<file path="src/rtl/my_pkg.sv">
// Shared definitions for the platform interrupt controller: register offsets
// inside the 16 KiB window and the per-source trigger mode.
package my_pkg;

  localparam logic [13:0] IRQC_PRIO_OFS  = 14'h0000;
  localparam logic [13:0] IRQC_PEND_OFS  = 14'h1000;
  localparam logic [13:0] IRQC_EN_OFS    = 14'h2000;
  localparam logic [13:0] IRQC_MODE_OFS  = 14'h2004;
  localparam logic [13:0] IRQC_THR_OFS   = 14'h3000;
  localparam logic [13:0] IRQC_CLAIM_OFS = 14'h3004;

  typedef enum logic {
    IRQ_LEVEL = 1'b0,
    IRQ_EDGE  = 1'b1
  } irq_mode_t;

endpackage

</file>
<file path="src/rtl/irq_gateway.sv">
// Per-source gateway: input synchroniser, edge detect and the pending /
// in-service flops driven by the claim and complete strobes.
module irq_gateway
  import my_pkg::*;
#(
  parameter int SYNC_STAGES = 2
) (
  input  logic      clk,
  input  logic      reset,
  input  logic      irq_line,
  input  irq_mode_t mode,
  input  logic      claim,
  input  logic      complete,
  output logic      pending
);

  logic [SYNC_STAGES-1:0] sync_r;
  logic                   s_d_r;
  logic                   pending_r;
  logic                   in_service_r;
  logic                   s_s;
  logic                   rise_s;
  logic                   set_s;

  assign s_s    = sync_r[SYNC_STAGES-1];
  assign rise_s = s_s & ~s_d_r;

  // Synchroniser chain plus the last-value flop used for rising-edge detect
  always_ff @(posedge clk or posedge reset) begin
    if (reset) begin
      sync_r <= {SYNC_STAGES{1'b0}};
      s_d_r  <= 1'b0;
    end else begin
      sync_r[0] <= irq_line;
      for (int i = 1; i < SYNC_STAGES; i++) begin
        sync_r[i] <= sync_r[i-1];
      end
      s_d_r <= s_s;
    end
  end

  // Edge sources latch every rise; level sources re-arm only once idle
  always_comb begin
    set_s = 1'b0;
    case (mode)
      IRQ_EDGE:  set_s = rise_s;
      IRQ_LEVEL: set_s = s_s & ~in_service_r & ~pending_r;
      default:   set_s = 1'b0;
    endcase
  end

  // A claim beats a same-cycle complete, and a same-cycle set beats a claim
  always_ff @(posedge clk or posedge reset) begin
    if (reset) begin
      pending_r    <= 1'b0;
      in_service_r <= 1'b0;
    end else begin
      pending_r    <= (pending_r & ~claim) | set_s;
      in_service_r <= claim | (in_service_r & ~complete);
    end
  end

  assign pending = pending_r;

endmodule

</file>
<file path="src/rtl/irq_controller.sv">
// Platform interrupt controller: memory-mapped register file, per-source
// gateways and priority arbitration onto the core's external interrupt line.
module irq_controller
  import my_pkg::*;
#(
  parameter int          NUM_SRC     = 31,
  parameter int          PRIO_W      = 3,
  parameter int          SYNC_STAGES = 2,
  parameter logic [31:0] BASE_ADDR   = 32'h8000_0000
) (
  input  logic               clk,
  input  logic               reset,
  input  logic [NUM_SRC-1:0] irq_src,
  input  logic               read,
  input  logic [31:0]        read_address,
  output logic [31:0]        DATA_out,
  input  logic [3:0]         write,
  input  logic [31:0]        write_address,
  input  logic [31:0]        DATA_in,
  output logic               irq_out,
  output logic [4:0]         claim_id
);

  localparam logic [31:0] SRC_MASK = ((32'h1 << NUM_SRC) - 32'h1) << 1;
  localparam logic [5:0]  NUM_SRC6 = 6'(NUM_SRC);

  logic [PRIO_W-1:0] prio_r [32];
  logic [31:0]       enable_r;
  logic [31:0]       mode_r;
  logic [PRIO_W-1:0] thr_r;

  logic [NUM_SRC:1]  pend_s;
  logic [NUM_SRC:1]  claim_s;
  logic [NUM_SRC:1]  complete_s;
  logic [31:0]       pend_vec_s;
  logic [4:0]        best_s;
  logic [PRIO_W-1:0] best_prio_s;
  logic              irq_cond_s;
  logic              rd_win_s;
  logic              wr_win_s;
  logic              wr_go_s;
  logic [13:0]       rd_ofs_s;
  logic [13:0]       wr_ofs_s;
  logic              claim_go_s;
  logic              complete_go_s;
  logic [31:0]       rd_data_s;

  // Word-aligned PRIORITY[1..NUM_SRC] slot; offset 0 is the reserved source
  function automatic logic prio_hit(input logic [13:0] ofs);
    return (ofs[13:7] == 7'h00) && (ofs[1:0] == 2'b00) &&
           (ofs[6:2] != 5'h00) && ({1'b0, ofs[6:2]} <= NUM_SRC6);
  endfunction

  assign rd_win_s = (read_address[31:14] == BASE_ADDR[31:14]);
  assign wr_win_s = (write_address[31:14] == BASE_ADDR[31:14]);
  assign rd_ofs_s = read_address[13:0];
  assign wr_ofs_s = write_address[13:0];
  assign wr_go_s  = wr_win_s && (write == 4'b1111);

  assign claim_go_s    = read && rd_win_s && (rd_ofs_s == IRQC_CLAIM_OFS) && irq_cond_s;
  assign complete_go_s = wr_go_s && (wr_ofs_s == IRQC_CLAIM_OFS) &&
                         (DATA_in != 32'h0) && (DATA_in <= 32'(NUM_SRC));

  for (genvar k = 1; k <= NUM_SRC; k++) begin : g_src
    irq_gateway #(
      .SYNC_STAGES(SYNC_STAGES)
    ) u_gw (
      .clk      (clk),
      .reset    (reset),
      .irq_line (irq_src[k-1]),
      .mode     (irq_mode_t'(mode_r[k])),
      .claim    (claim_s[k]),
      .complete (complete_s[k]),
      .pending  (pend_s[k])
    );
  end

  // Highest priority wins; strict compare keeps the lowest ID on ties
  always_comb begin
    logic cand;
    cand        = 1'b0;
    best_s      = 5'h00;
    best_prio_s = {PRIO_W{1'b0}};
    pend_vec_s  = 32'h0;
    for (int k = 1; k <= NUM_SRC; k++) begin
      pend_vec_s[k] = pend_s[k];
      cand          = pend_s[k] && enable_r[k] && (prio_r[k] > best_prio_s);
      best_s        = cand ? 5'(k) : best_s;
      best_prio_s   = cand ? prio_r[k] : best_prio_s;
    end
    irq_cond_s = (best_s != 5'h00) && (best_prio_s > thr_r);
  end

  // One-hot claim and complete strobes towards the gateways
  always_comb begin
    claim_s    = {NUM_SRC{1'b0}};
    complete_s = {NUM_SRC{1'b0}};
    for (int k = 1; k <= NUM_SRC; k++) begin
      claim_s[k]    = claim_go_s && (best_s == 5'(k));
      complete_s[k] = complete_go_s && (DATA_in[4:0] == 5'(k));
    end
  end

  // Read-data mux; anything not decoded reads as zero
  always_comb begin
    rd_data_s = 32'h0;
    if (!rd_win_s) begin
      rd_data_s = 32'h0;
    end else if (rd_ofs_s == IRQC_PEND_OFS) begin
      rd_data_s = pend_vec_s;
    end else if (rd_ofs_s == IRQC_EN_OFS) begin
      rd_data_s = enable_r;
    end else if (rd_ofs_s == IRQC_MODE_OFS) begin
      rd_data_s = mode_r;
    end else if (rd_ofs_s == IRQC_THR_OFS) begin
      rd_data_s = 32'(thr_r);
    end else if (rd_ofs_s == IRQC_CLAIM_OFS) begin
      rd_data_s = irq_cond_s ? {27'h0, best_s} : 32'h0;
    end else if (prio_hit(rd_ofs_s)) begin
      rd_data_s = 32'(prio_r[rd_ofs_s[6:2]]);
    end else begin
      rd_data_s = 32'h0;
    end
  end

  // Register file, read-data register and registered arbitration outputs
  always_ff @(posedge clk or posedge reset) begin
    if (reset) begin
      for (int i = 0; i < 32; i++) begin
        prio_r[i] <= {PRIO_W{1'b0}};
      end
      enable_r <= 32'h0;
      mode_r   <= 32'h0;
      thr_r    <= {PRIO_W{1'b0}};
      DATA_out <= 32'h0;
      irq_out  <= 1'b0;
      claim_id <= 5'h00;
    end else begin
      if (wr_go_s && prio_hit(wr_ofs_s)) begin
        prio_r[wr_ofs_s[6:2]] <= DATA_in[PRIO_W-1:0];
      end
      if (wr_go_s && (wr_ofs_s == IRQC_EN_OFS)) begin
        enable_r <= DATA_in & SRC_MASK;
      end
      if (wr_go_s && (wr_ofs_s == IRQC_MODE_OFS)) begin
        mode_r <= DATA_in & SRC_MASK;
      end
      if (wr_go_s && (wr_ofs_s == IRQC_THR_OFS)) begin
        thr_r <= DATA_in[PRIO_W-1:0];
      end
      if (read) begin
        DATA_out <= rd_data_s;
      end
      irq_out  <= irq_cond_s;
      claim_id <= best_s;
    end
  end

endmodule

</file>
<file path="config.mk">
export PLATFORM = sky130hd
export DESIGN_NAME = irq_controller
export DESIGN_NICKNAME = d
export VERILOG_FILES = /design/src/rtl/my_pkg.sv /design/src/rtl/irq_gateway.sv /design/src/rtl/irq_controller.sv
export SDC_FILE = /design/constraint.sdc
export NUM_CORES = 1
export LEC_CHECK = 0
export BUFFER_PORTS_ARGS = -buffer_cell sky130_fd_sc_hd__buf_4
export CORE_MARGIN = 2
export CORE_UTILIZATION = 40
export CTS_BUF_LIST = sky130_fd_sc_hd__clkbuf_8
export DETAILED_ROUTE_END_ITERATION = 8
export MAX_ROUTING_LAYER = met4
export PLACE_DENSITY_LB_ADDON = 0.25
export SYNTH_ARGS = -nofsm -noshare
export SYNTH_HDL_FRONTEND = slang
export SYNTH_SLANG_ARGS = --single-unit
</file>
<file path="constraint.sdc">
create_clock -name clk -period 35.5 [get_ports clk]
set_clock_uncertainty 0.15 [all_clocks]
set_input_delay 8.875 -clock clk [delete_from_list [all_inputs] [get_ports clk]]
set_output_delay 8.875 -clock clk [all_outputs]
set_load 0.02 [all_outputs]
</file>
Yosys cells after proc, flatten, opt, wreduce, memory -nomap -nowiden:

Index checks and enable logic that the tools add are counted.

* bits in registers: 354
* logic and storage cells: 933

* $lt $le $gt $ge: 36
* equal/unequal tests: 74
* mux-type cells: 107
* bitwise operators: 405
* reductions and logical operators: 149

Operator list (number)
* 1-bit inverter: 186
* 5-bit equality test, second input constant: 32
* 1-bit AND: 155
* 1-bit logical AND: 141
* 32-bit 2-to-1 mux: 4
* 3-bit 2-to-1 mux: 39
* 14-bit equality test, second input constant: 8
* 96-bit bitwise mux: 1
* 5-bit 2-to-1 mux: 19
* 3-bit > comparator: 31
* 5-bit by 4-bit equality test with 1-bit output, second input constant: 16
* 1-bit bitwise OR: 62
* 1-bit case mux with 2 select lines: 31
* 5-bit by 3-bit equality test with 1-bit output, second input constant: 8
* 18-bit equality test, second input constant: 2
* 32-bit by 5-bit less-or-equal comparator with 1-bit output, second input constant: 1
* 4-bit 2-to-1 mux: 8
* 32-bit nonzero test: 1
* 5-bit by 2-bit equality test with 1-bit output, second input constant: 4
* 3-bit binary-select mux with 5-bit select: 1
* 3-bit demux with 5-bit select: 1
* 5-bit nonzero test: 3
* 14-bit by 13-bit equality test with 1-bit output, second input constant: 1
* 7-bit zero test: 2
* 9 further kinds: 14

Longest topological paths before layout:

Gate-level depths: netlist (run 1).

* depth after elaboration: 102
* depth in mapped cells: 209
* mapped depth without buffers: 207

Cells and area by module:

From an unflattened synthesis (run 1), not the netlist that was laid out.

* cells, all modules: 1855
* area total of the unflattened synthesis: 19528.7 um2

By module, submodules not included
* irq_controller: instances 1, cells each 1483, area each 14253.7 um2
* irq_gateway: instances 31, cells each 12, area each 170.2 um2

Worst setup path after synthesis (run 1):

Ideal clock, no wire load.

* path kind: register to register
* start: register g_src[1].u_gw.pending_r
* end: register g_src[2].u_gw.pending_r
* setup time: 0.126 ns
* data arrival time: 38.218 ns
* data required time: 35.224 ns
* slack: -2.994 ns
* cell stages (with the launch flop): 199
* path through: dfrtp_1 nand3_1 ha_1 nor2b_1 o311a_4 a21o_1 nand2_1 inv_1 ha_1 o21ai_0 a31oi_1 a211oi_2 nor2_1 a21oi_1 ha_1 nor2_1 a31oi_1 o31ai_1 (+163 left out) nand3_1 a21oi_1 mux2_2 ha_1 inv_1 a21o_1 a21oi_1 a311oi_1 o21ai_0 ha_1 nor2b_1 o21a_1 o21ai_0 nor3_1 nand2b_1 nor4_1 or3b_1 a221o_1

* cells in the longest elaborated chain, start to end: 100
* elaborated cells on any way between the ends: 133

Ends and longest elaborated chain
* start: declaration: line irq_gateway.sv:19 `logic pending_r;`
* start signal: assignment: line irq_gateway.sv:58 `pending_r <= (pending_r & ~claim) | set_s;`
* 1-bit logical AND * (2 in series): line irq_controller.sv:87 `cand = pend_s[k] && enable_r[k] && (prio_r[k] > best_prio_s);`
* 3-bit 2-to-1 mux: line irq_controller.sv:89 `best_prio_s = cand ? prio_r[k] : best_prio_s;`
* 3-bit > comparator: line irq_controller.sv:87
* 1-bit logical AND: line irq_controller.sv:87
* 3-bit 2-to-1 mux: line irq_controller.sv:89
* 3-bit > comparator: line irq_controller.sv:87
* 1-bit logical AND: line irq_controller.sv:87
* 3-bit 2-to-1 mux: line irq_controller.sv:89
* (+83 left out)
* 3-bit 2-to-1 mux or 5-bit 2-to-1 mux (tied branches): line irq_controller.sv:89, irq_controller.sv:88
* 3-bit > comparator or 5-bit nonzero test (tied branches): line irq_controller.sv:91 `irq_cond_s = (best_s != 5'h00) && (best_prio_s > thr_r);`
* 1-bit logical AND: line irq_controller.sv:91
* 1-bit logical AND: line irq_controller.sv:60 `assign claim_go_s = read && rd_win_s && (rd_ofs_s == IRQC_CLAIM_OFS) && irq_cond_s;`
* 1-bit logical AND *: line irq_controller.sv:99 `claim_s[k] = claim_go_s && (best_s == 5'(k));`
* 1-bit inverter *: line irq_gateway.sv:58
* 1-bit AND *: line irq_gateway.sv:58
* 1-bit bitwise OR *: line irq_gateway.sv:58
* end signal: assignment: line irq_gateway.sv:58
* end: declaration: line irq_gateway.sv:19

Mark *: on every way between the ends. The rest lies on a longest branch, timed or not.
A chain may end at the register's enable or synchronous reset.

Worst setup path in the final report (run 1):

* start: register g_src[1].u_gw.pending_r
* end: register g_src[7].u_gw.pending_r

* cells in the longest elaborated chain, start to end: 100
* elaborated cells on any way between the ends: 133

Ends and longest elaborated chain (line)
* 1-bit logical AND * (2 in series): irq_controller.sv:87
* 3-bit 2-to-1 mux: irq_controller.sv:89
* 3-bit > comparator: irq_controller.sv:87
* 1-bit logical AND: irq_controller.sv:87
* 3-bit 2-to-1 mux: irq_controller.sv:89
* 3-bit > comparator: irq_controller.sv:87
* 1-bit logical AND: irq_controller.sv:87
* 3-bit 2-to-1 mux: irq_controller.sv:89
* (+83 left out)
* 3-bit 2-to-1 mux or 5-bit 2-to-1 mux (tied branches): irq_controller.sv:89, irq_controller.sv:88
* 3-bit > comparator or 5-bit nonzero test (tied branches): irq_controller.sv:91
* 1-bit logical AND: irq_controller.sv:91
* 1-bit logical AND: irq_controller.sv:60
* 1-bit logical AND *: irq_controller.sv:99
* 1-bit inverter *: irq_gateway.sv:58
* 1-bit AND *: irq_gateway.sv:58
* 1-bit bitwise OR *: irq_gateway.sv:58
* end signal: assignment: irq_gateway.sv:58
* end: declaration: irq_gateway.sv:19

Marks and branches as above.

==> metrics, run 1 <==
area grow syn2layout 33.1%; crit start category flop; Post-Syn Area 0.0189 mm²; VDD IR-drop max 0.0296 mV; register area share after synthesis 46.9%; EDFF count, synth 0; first-pass GRT wire length 98700 µm; die area 0.0490 mm²; Cells after Synth 1811; clk_lat worst skew 0.70 ns; DP Worst Slack -1.29 ns; Synth Net Count 1985; Tmin final 36.83 ns; CTS root buf clkbuf_8; slew at the pin with the worst max-slew slack 1.02 ns; area leader, netlist dfrtp_1; WL/cell 22.7 µm; simple-gate share of the synthesized area 15.8%; Port Buf Inserts 171; largest family of logic cells by synthesized area compound AO/OA/AOI/OAI gates; CTS tree done; chip width 221 µm; antenna-violating nets left 0; share of layout cells above drive strength 1 40.7%; # IOs 172; CP Buf/Inv Count 10; TritonRoute pass-1 iters 6; Rel. slew slack 32.0%; Adder-Cell Fraction of Synth Area 3.23%; vias in the first global route 16800; Routed WL 65400 µm; Top FF cell, synth dfrtp_1; Synth Area in Compound Gates 16.8%; slowest CP cell or4bb_4; CTS Buffer Depth 3; initial antenna violation count 0; Vias/cell 5.86; top-area cell type share of the netlist area 46.9%; DRC 0; Fin. Hold Viols 0; Achievable Freq 0.0271 GHz; setup ws final -1.33 ns; Core Area 0.0466 mm²; clock sinks 354; number of CTS-inserted buffers 60; Setup-failing EPs final 70; Final Cycle Share 104%; failing checks setup timing; die height 221 µm; gpl congestion 0.941; outcome finished with violations; CP endpoint kind flop; commonest non-fill, non-tap cell in the layout buf_4; total power 843 µW; number of synthesized register bits 354; most frequent cells in the layout buf_4, dfrtp_1, mux2_2, nand2_1, o21ai_0; Reg clk slew, reported paths 0.06 ns; multiplexer share of the synthesized area 14.0%; post-synthesis xor/xnor area fraction 0.0928%; detailed placement HPWL 44700 µm; Leak 11.6 nW; Max stage delay on crit path 0.56 ns; MaxCap Viol Count 0; Total Routing Usage GR 26.7%; Arr. time, crit path 37.26 ns; Critical Path RT 35.93 ns; CP top delay family compound AO/OA/AOI/OAI gates; vias 16900; unrepaired setup endpoints after global routing yes; Starting Density 40.6%; critical path fanouts, max 5; DR iter-0 viols 1645; worst hold path type flop to flop; largest net degree at the start of global routing 188; Syn Area/Cell 10.4 µm²; ranking of synthesized cells by area dfrtp_1, mux2_2, o21ai_0, mux4_2, nand2_1; Ys Warns 0; WS Path Type flop to flop; number of core rows 79; pins over their slew limit 0; Synth cell types 93; hold buffer count at cts 0; GRT overflow 0; CP most frequent cell ha_4; Pwr Density 33.5 mW/mm²; layout net count 2406; H-tree levels 2; asr flop ratio synth 100%
[final cells by class]
type	instances	area, µm²
diodes	1	2.50
clock buffers	73	1000
clock inverters	33	273
fillers	4028	21400
inverters	77	302
multi-input cells	1308	10600
flip-flops and latches	354	8860
well taps	607	759
repair buffers	431	3320
[synthesized netlist by cell type (6+ instances only)]
| cell | count |
|---|---|
| and3_1 | 23 |
| o21ai_0 | 151 |
| dfrtp_1 | 354 |
| o31ai_1 | 30 |
| nor2b_1 | 49 |
| nand3_1 | 53 |
| o21a_1 | 7 |
| mux2_2 | 168 |
| nand2b_1 | 34 |
| or2_2 | 12 |
| a21o_1 | 22 |
| o211a_1 | 14 |
| or3_1 | 12 |
| buf_2 | 6 |
| nor3b_1 | 6 |
| nand2_1 | 158 |
| nor4_1 | 19 |
| inv_1 | 76 |
| and2_1 | 23 |
| nand3b_1 | 9 |
| o211ai_1 | 10 |
| mux4_2 | 30 |
| a21oi_1 | 65 |
| a211oi_1 | 6 |
| nor3_1 | 42 |
| clkbuf_1 | 59 |
| a22o_1 | 14 |
| a31oi_1 | 13 |
| o32ai_1 | 7 |
| o2111a_1 | 7 |
| nand4b_1 | 6 |
| nor2_1 | 86 |
| mux2i_1 | 8 |
| a21boi_0 | 9 |
| o221ai_1 | 6 |
| o22ai_1 | 14 |
| ha_1 | 40 |
| maj3_1 | 11 |
| nand4_1 | 20 |
| a22oi_1 | 32 |
[worst register-to-register path, delay by kind of cell (launching register included)]
kind,cells,cell delay [ns]
AOI/OAI and AO/OA,76,12.61
adders and majority gates,39,10.37
buffers and inverters,10,1.15
DFF,1,0.48
muxes,12,3.69
and+or+nand+nor,66,8.27
[what timing repair did]
action / in CTS / in global routing
buffers inserted: 129 / 27
gates cloned: 0 / 0
pin swaps: 146 / 89
setup endpoints to repair: 72 / 73
resized for setup: 86 / 67
[per-layer routing]
layer  vias to the layer above  track usage, %  wire (µm)
met3                       141            4.62       4630
li1                       7595               -          -
met4                         0            8.90       2110
met1                      8509            35.3      28500
met2                       656            41.7      30200
met5                         -               -          0
[state kept, by name, indices dropped and copies added, names as in the netlist]
register                 cells
DATA_out                    32
claim_id                     5
enable_r                    31
g_src.u_gw.in_service_r     31
g_src.u_gw.pending          31
g_src.u_gw.s_d_r            31
g_src.u_gw.sync_r           62
irq_out                      1
mode_r                      31
prio_r                      96
thr_r                        3
[kinds of logic after synthesis]
family,after synthesis
and+or+nand+nor,578
AOI/OAI and AO/OA,471
DFF,354
muxes,206
buffers and inverters,149
adders and majority gates,51
xor gates and xnor gates,2
[through the flow]
step                instances  hold WS, ns  utilization, %  TNS, ns  area (µm²)
CTS                      2856        0.196            52.8   -17.53       24600
finish                   2884        0.197            54.0   -74.41       25100
floorplan                1811        0.181               -    -4.90       19500
global route             2883        0.201            54.0  -202.98       25100
global placement         2622        0.181            47.3   -0.158       22000
detailed placement       2622        0.185            47.3   -69.81       22000
[path summary, 6_finish.rpt]
kind,from,end,slack (ns),cells after the start
max,g_src[1].u_gw.pending,g_src[7].u_gw.pending,-1.33,203
max in group asynchronous,reset,g_src[28].u_gw.pending,25.49,3
min in group asynchronous,reset,g_src[6].u_gw.sync_r[0],8.18,2
max reg2reg,g_src[1].u_gw.pending,g_src[7].u_gw.pending,-1.33,203
min reg2reg,g_src[30].u_gw.sync_r[0],g_src[30].u_gw.sync_r[1],0.20,0
min,g_src[30].u_gw.sync_r[0],g_src[30].u_gw.sync_r[1],0.20,0
[where the power goes]
| part | switching (mW) | internal, mW |
|---|---|---|
| Sequential | 0.00366 | 0.410 |
| Combinational | 0.0227 | 0.0148 |
| Clock | 0.176 | 0.216 |
| Total | 0.203 | 0.640 |
Power figures use the tool's default switching activity.
==> inputs of run 2 (changes only) <==
--- a/config.mk
+++ b/config.mk
@@ -6,6 +6,8 @@
 export NUM_CORES = 1
 export LEC_CHECK = 0
 export BUFFER_PORTS_ARGS = -buffer_cell sky130_fd_sc_hd__buf_4
+export CELL_PAD_IN_SITES_DETAIL_PLACEMENT = 1
+export CELL_PAD_IN_SITES_GLOBAL_PLACEMENT = 1
 export CORE_MARGIN = 2
 export CORE_UTILIZATION = 40
 export CTS_BUF_LIST = sky130_fd_sc_hd__clkbuf_8
==> run 2 against run 1 <==
Effect of this change:
- the run still ends with setup timing left
- largest power group unchanged
- flip-flop and latch count stayed put
- core utilization is 0.42 points higher
- critical endpoint is now g_src[19].u_gw.pending
- combinational power is 2% higher
- via count is 2.3% higher
- sequential share of layout area is 0.26 points lower
- worst setup slack worse by 0.66 ns
- cell count is 0.24% lower
- final area is 0.77% higher
- non-clock buffer count is 5 lower
- worst hold slack worse by 0.017 ns
==> metrics, run 2 (synthesis gave the netlist of run 1 again) <==
vias 17300 (+2.3%); Setup-failing EPs final 73 (+4.3%); commonest non-fill, non-tap cell in the layout buf_4; DRC 0 (unchanged); MaxCap Viol Count 0 (unchanged); CTS tree done; biggest registers after layout prio_r: 96 flops, g_src.u_gw.sync_r: 62 flops, DATA_out: 32 flops; CTS Buffer Depth 3 (unchanged); Largest register FFs 96 (unchanged); slowest CP cell or4b_4; WL/cell 25.3 µm (+12%); CP endpoint kind flop; CTS root buf clkbuf_8; initial antenna violation count 1 (+1); gpl congestion 0.931 (-1.1%); share of layout cells above drive strength 1 42.3% (+1.6 points); Max stage delay on crit path 0.58 ns (+0.02 ns); met1 usage 38.2% (+2.9 points); TritonRoute pass-1 iters 5 (-1); Fin. Hold Viols 0 (unchanged); Vias/cell 6.01 (+2.6%); vias in the first global route 18000 (+7.3%); hold slack 0.180 ns (-0.0170 ns); Arr. time, crit path 37.91 ns (+0.65 ns); CP Buf/Inv Count 6 (-4); hold buffer count at cts 0 (unchanged); outcome finished with violations; Routed WL 72900 µm (+11%); Leak 11.6 nW (+0.20%); VDD IR-drop max 0.0452 mV (+53%); Final Util 54.4% (+0.42 points); layout net count 2401 (-0.21%); antenna-violating nets left 0 (unchanged); GR Util met2 47.0% (+5.2 points); chip width 221 µm (unchanged); Pwr Density 33.2 mW/mm² (-1.1%); first-pass GRT wire length 108000 µm (+9.7%); Starting Density 40.6% (unchanged); clock sinks 354 (unchanged); unrepaired setup endpoints after global routing yes; Achievable Freq 0.0267 GHz (-1.8%); Biggest register prio_r; failing checks setup timing; Antenna diodes 0 (-1); total power 840 µW (-0.31%); crit start category flop; DR iter-0 viols 1176 (-29%); critical path fanouts, max 6 (+1); Rel. slew slack 34.9% (+2.9 points); detailed placement HPWL 49700 µm (+11%); WS Path Type flop to flop; M3 GR Usage 4.90% (+0.28 points); fill count 4986 (+24%); number of CTS-inserted buffers 60 (unchanged); area grow syn2layout 34.1%; Port Buf Inserts 171 (unchanged); die height 221 µm (unchanged); number of core rows 79 (unchanged); GRT busiest layer met2; pins over their slew limit 0 (unchanged); Core Area 0.0466 mm² (unchanged); setup ws final -2.00 ns (-0.663 ns); # IOs 172 (unchanged); CP most frequent cell ha_1; H-tree levels 2 (unchanged); Final Cycle Share 106% (+1.9 points); Tmin final 37.50 ns (+0.663 ns); worst hold path type flop to flop; clk_lat worst skew 0.70 ns (about the same); CP top delay family compound AO/OA/AOI/OAI gates; Critical Path RT 35.91 ns (-0.02 ns); Reg clk slew, reported paths 0.07 ns (about the same); slew at the pin with the worst max-slew slack 0.977 ns (-0.0433 ns); Total Routing Usage GR 29.4% (+2.7 points); largest net degree at the start of global routing 170 (-9.6%); most frequent cells in the layout buf_4, dfrtp_1, mux2_2, nand2_1, o21ai_0; GRT overflow 0 (unchanged); die area 0.0490 mm² (unchanged)
[run 2: cell types whose count changed in the layout (fill, tap and decap cells not counted), sizes merged]
cell	previous run	this run
clkinvlp	1	2
clkbuf	73	80
bufinv	4	1
buf	431	426
diode	1	0
clkinv	13	7
[run 2: area by class of cell]
class,instances,area (µm²),area share (%)
clock buffers,80,1100,4.35
clock inverters,25,169,0.667
repair buffers,426,3340,13.2
well taps,607,759,3.00
inverters,77,302,1.19
multi-input cells,1308,10800,42.6
flip-flops and latches,354,8860,35.0
[run 2: through the flow]
step                      instance area, µm²  setup TNS (ns)  setup WS (ns)  instances
after detailed placement               22000         -101.97          -1.74       2623
after global routing                   25300         -241.63          -3.65       2877
final                                  25300         -122.72          -2.00       2877
after floorplan                        19500           -4.90         -0.359       1811
after global placement                 22000          -0.701         -0.142       2623
after CTS                              24500          -55.26          -1.02       2828
[run 2: path summary, 6_finish.rpt]
check | startpoint | to | slack, ns | cells past startpoint
worst min register to register | g_src[15].u_gw.sync_r[0] | g_src[15].u_gw.sync_r[1] | 0.18 | 0
max in group asynchronous | reset | enable_r[1] | 25.51 | 3
worst max-delay path | g_src[1].u_gw.pending | g_src[19].u_gw.pending | -2.00 | 200
min in group asynchronous | reset | g_src[10].u_gw.sync_r[0] | 8.21 | 2
worst min-delay path | g_src[15].u_gw.sync_r[0] | g_src[15].u_gw.sync_r[1] | 0.18 | 0
worst max register to register | g_src[1].u_gw.pending | g_src[19].u_gw.pending | -2.00 | 200
[run 2: layer usage]
layer	up-vias	part of all wire [%]
met1	9003	42
li1	7585	-
met3	139	6.2
met4	0	3.2
met5	-	0
met2	567	49
[run 2: what timing repair did]
action,in CTS,in global routing
buffers inserted,102,50
resized for setup,99,114
setup endpoints to repair,73,73
pin swaps,119,111
hold endpoints to repair,0,0
[run 2: power by group]
group	switching [mW]	internal [mW]	total, mW	leakage, nW
clock network	0.178	0.209	0.388	0.704
registers	0.00433	0.410	0.414	4.51
logic	0.0235	0.0148	0.0383	6.40
total	0.206	0.634	0.840	11.6
==> inputs of run 3 (changes only) <==
--- a/config.mk
+++ b/config.mk
@@ -8,7 +8,6 @@
 export BUFFER_PORTS_ARGS = -buffer_cell sky130_fd_sc_hd__buf_4
 export CELL_PAD_IN_SITES_DETAIL_PLACEMENT = 1
 export CELL_PAD_IN_SITES_GLOBAL_PLACEMENT = 1
-export CORE_MARGIN = 2
 export CORE_UTILIZATION = 40
 export CTS_BUF_LIST = sky130_fd_sc_hd__clkbuf_8
 export DETAILED_ROUTE_END_ITERATION = 8
==> run 3 against run 2 <==
Effect of this change:
- the flow still finishes with violations (setup timing)
- sequential share of layout area shrank 0.17 points
- sequential power is essentially flat
- cell count grew 0.70%
- global-route usage grew 2.4 points
- worst hold slack gained 0.016 ns
- critical path type unchanged
- critical endpoint is now g_src[17].u_gw.pending
- highest routed layer unchanged
==> metrics, run 3 (synthesis gave the netlist of run 1 again) <==
GRT overflow 0 (unchanged); antenna-violating nets left 0 (unchanged); Core Area 0.0466 mm² (unchanged); CTS root buf clkbuf_8; MaxCap Viol Count 0 (unchanged); CTS Buffer Depth 3 (unchanged); chip width 219 µm (-0.90%); Starting Density 40.6% (unchanged); r2r startpoint g_src[1].u_gw.pending; # IOs 172 (unchanged); vias 17600 (+1.5%); Fin Setup TNS -145.75 ns (-23.02 ns); Critical Path RT 35.90 ns (about the same); biggest registers after layout prio_r: 96 flops, g_src.u_gw.sync_r: 62 flops, DATA_out: 32 flops; Vias/cell 6.06 (+0.84%); DR iter-0 viols 1560 (+33%); reg-to-reg slack, setup -2.28 ns (-0.29 ns); worst hold path type flop to flop; Fin. Hold Viols 0 (unchanged); Reg clk slew, reported paths 0.06 ns (about the same); gpl congestion 0.976 (+4.9%); Reg-to-Reg End g_src[17].u_gw.pending; unrepaired setup endpoints after global routing yes; setup ws final -2.28 ns (-0.288 ns); area grow syn2layout 34.8%; Max stage delay on crit path 0.57 ns (about the same); VDD IR-drop max 0.0315 mV (-30%); layout net count 2413 (+0.50%); clk_lat worst skew 0.69 ns (about the same); clock sinks 354 (unchanged); commonest non-fill, non-tap cell in the layout buf_4; failing checks setup timing; min-delay src g_src[22].u_gw.sync_r[0]; Setup-failing EPs final 73 (unchanged); vias in the first global route 18600 (+3.6%); Pwr Density 32.9 mW/mm² (-0.98%); slew at the pin with the worst max-slew slack 1.08 ns (+0.0996 ns); WS Path Type flop to flop; slowest CP cell or4bb_4; TritonRoute pass-1 iters 6 (+1); Achievable Freq 0.0265 GHz (-0.76%); Reg2Reg Depth 202 (+1.0%); hold buffer count at cts 0 (unchanged); outcome finished with violations; die height 219 µm (-0.90%); detailed placement HPWL 50400 µm (+1.6%); Port Buf Inserts 171 (unchanged); initial antenna violation count 1 (unchanged); hold slack 0.196 ns (+0.0163 ns); Tmin final 37.78 ns (+0.288 ns); Rel. slew slack 27.6% (-7.3 points); Endpoint, Worst Hold g_src[22].u_gw.sync_r[1]; H-tree levels 2 (unchanged); Final Util 54.7% (+0.27 points); Total Routing Usage GR 31.8% (+2.4 points); Hold Path Stages 0 (unchanged); number of core rows 79 (unchanged); number of CTS-inserted buffers 60 (unchanged); critical path fanouts, max 6 (unchanged); Routed WL 75200 µm (+3.2%); most frequent cells in the layout buf_4, dfrtp_1, mux2_2, nand2_1, o21ai_0; WL/cell 26.0 µm (+2.5%); post-route non-filler standard cell count 2897 (+0.70%); Arr. time, crit path 38.19 ns (+0.28 ns); DRC 0 (unchanged); # placed instances 2626 (+0.11%); first-pass GRT wire length 112000 µm (+3.5%); largest net degree at the start of global routing 156 (-8.2%); CP endpoint kind flop; Biggest register prio_r; Leak 11.7 nW (+0.96%); pins over their slew limit 0 (unchanged); die area 0.0481 mm² (-1.8%); Largest register FFs 96 (unchanged); Final Cycle Share 106% (+0.81 points); CTS tree done; share of layout cells above drive strength 1 42.2% (-0.045 points); crit start category flop
==> run 3: area by class of cell <==
cell class,count,area (µm²)
antenna,1,2.50
clock buffer,77,1060
clock inverter,35,199
fill,4988,21100
inverter,77,302
multi-input combinational,1308,10900
sequential,354,8860
tap,607,759
timing repair buffer,438,3400
==> run 3: where the power goes <==
part	internal, mW	switching [mW]
clock	0.203	0.181
sequential	0.410	0.00418
combinational	0.0148	0.0233
total	0.628	0.208
==> run 3: worst max-delay path by stage <==
| stage | from | slack (ns) | endpoint | depth (start not counted) |
|---|---|---|---|---|
| 2_1_floorplan | g_src[1].u_gw.pending | -0.36 | g_src[2].u_gw.pending | 200 |
| 3_3_place_gp | g_src[1].u_gw.pending | -0.19 | g_src[2].u_gw.pending | 197 |
| 3_5_place_dp | g_src[1].u_gw.pending | -1.91 | g_src[2].u_gw.pending | 199 |
| 4_1_cts | g_src[1].u_gw.pending | -1.02 | g_src[19].u_gw.pending | 201 |
| 5_1_grt | g_src[1].u_gw.pending | -3.70 | g_src[17].u_gw.pending | 202 |
| 6_report | g_src[1].u_gw.pending | -2.28 | g_src[17].u_gw.pending | 202 |
==> run 3: critical path, delay by kind of cell (launching register included) <==
kind                     cells  cell delay [ns]
buffers and inverters        5             0.49
flip-flops                   1             0.48
AND/OR/NAND/NOR             67             9.31
multiplexers                11             3.35
adder cells (fa/ha/maj)     38            10.36
AO/OA/AOI/OAI               81            13.36
==> run 3: timing repair <==
item / in CTS / in global routing
resized for setup: 103 / 107
setup endpoints to repair: 73 / 73
setup buffers: 121 / 50
pin swaps: 147 / 81
==> run 3: routing by layer <==
layer  track usage (%)  part of all wire (%)  up-vias
met2              50.5                    48      662
met5                 -                     0        -
met4              11.0                   3.7        0
li1                  -                     -     7591
met3              5.13                   6.6      182
met1              41.1                    42     9125
==> run 3: through the flow <==
step | area (µm²) | setup slack (ns) | total power [mW]
after detailed placement | 22100 | -1.91 | 0.460
after CTS | 24600 | -1.02 | 0.843
after global routing | 25500 | -3.70 | 0.863
after floorplan | 19500 | -0.359 | 0.436
final | 25500 | -2.28 | 0.836
after global placement | 22100 | -0.188 | 0.458
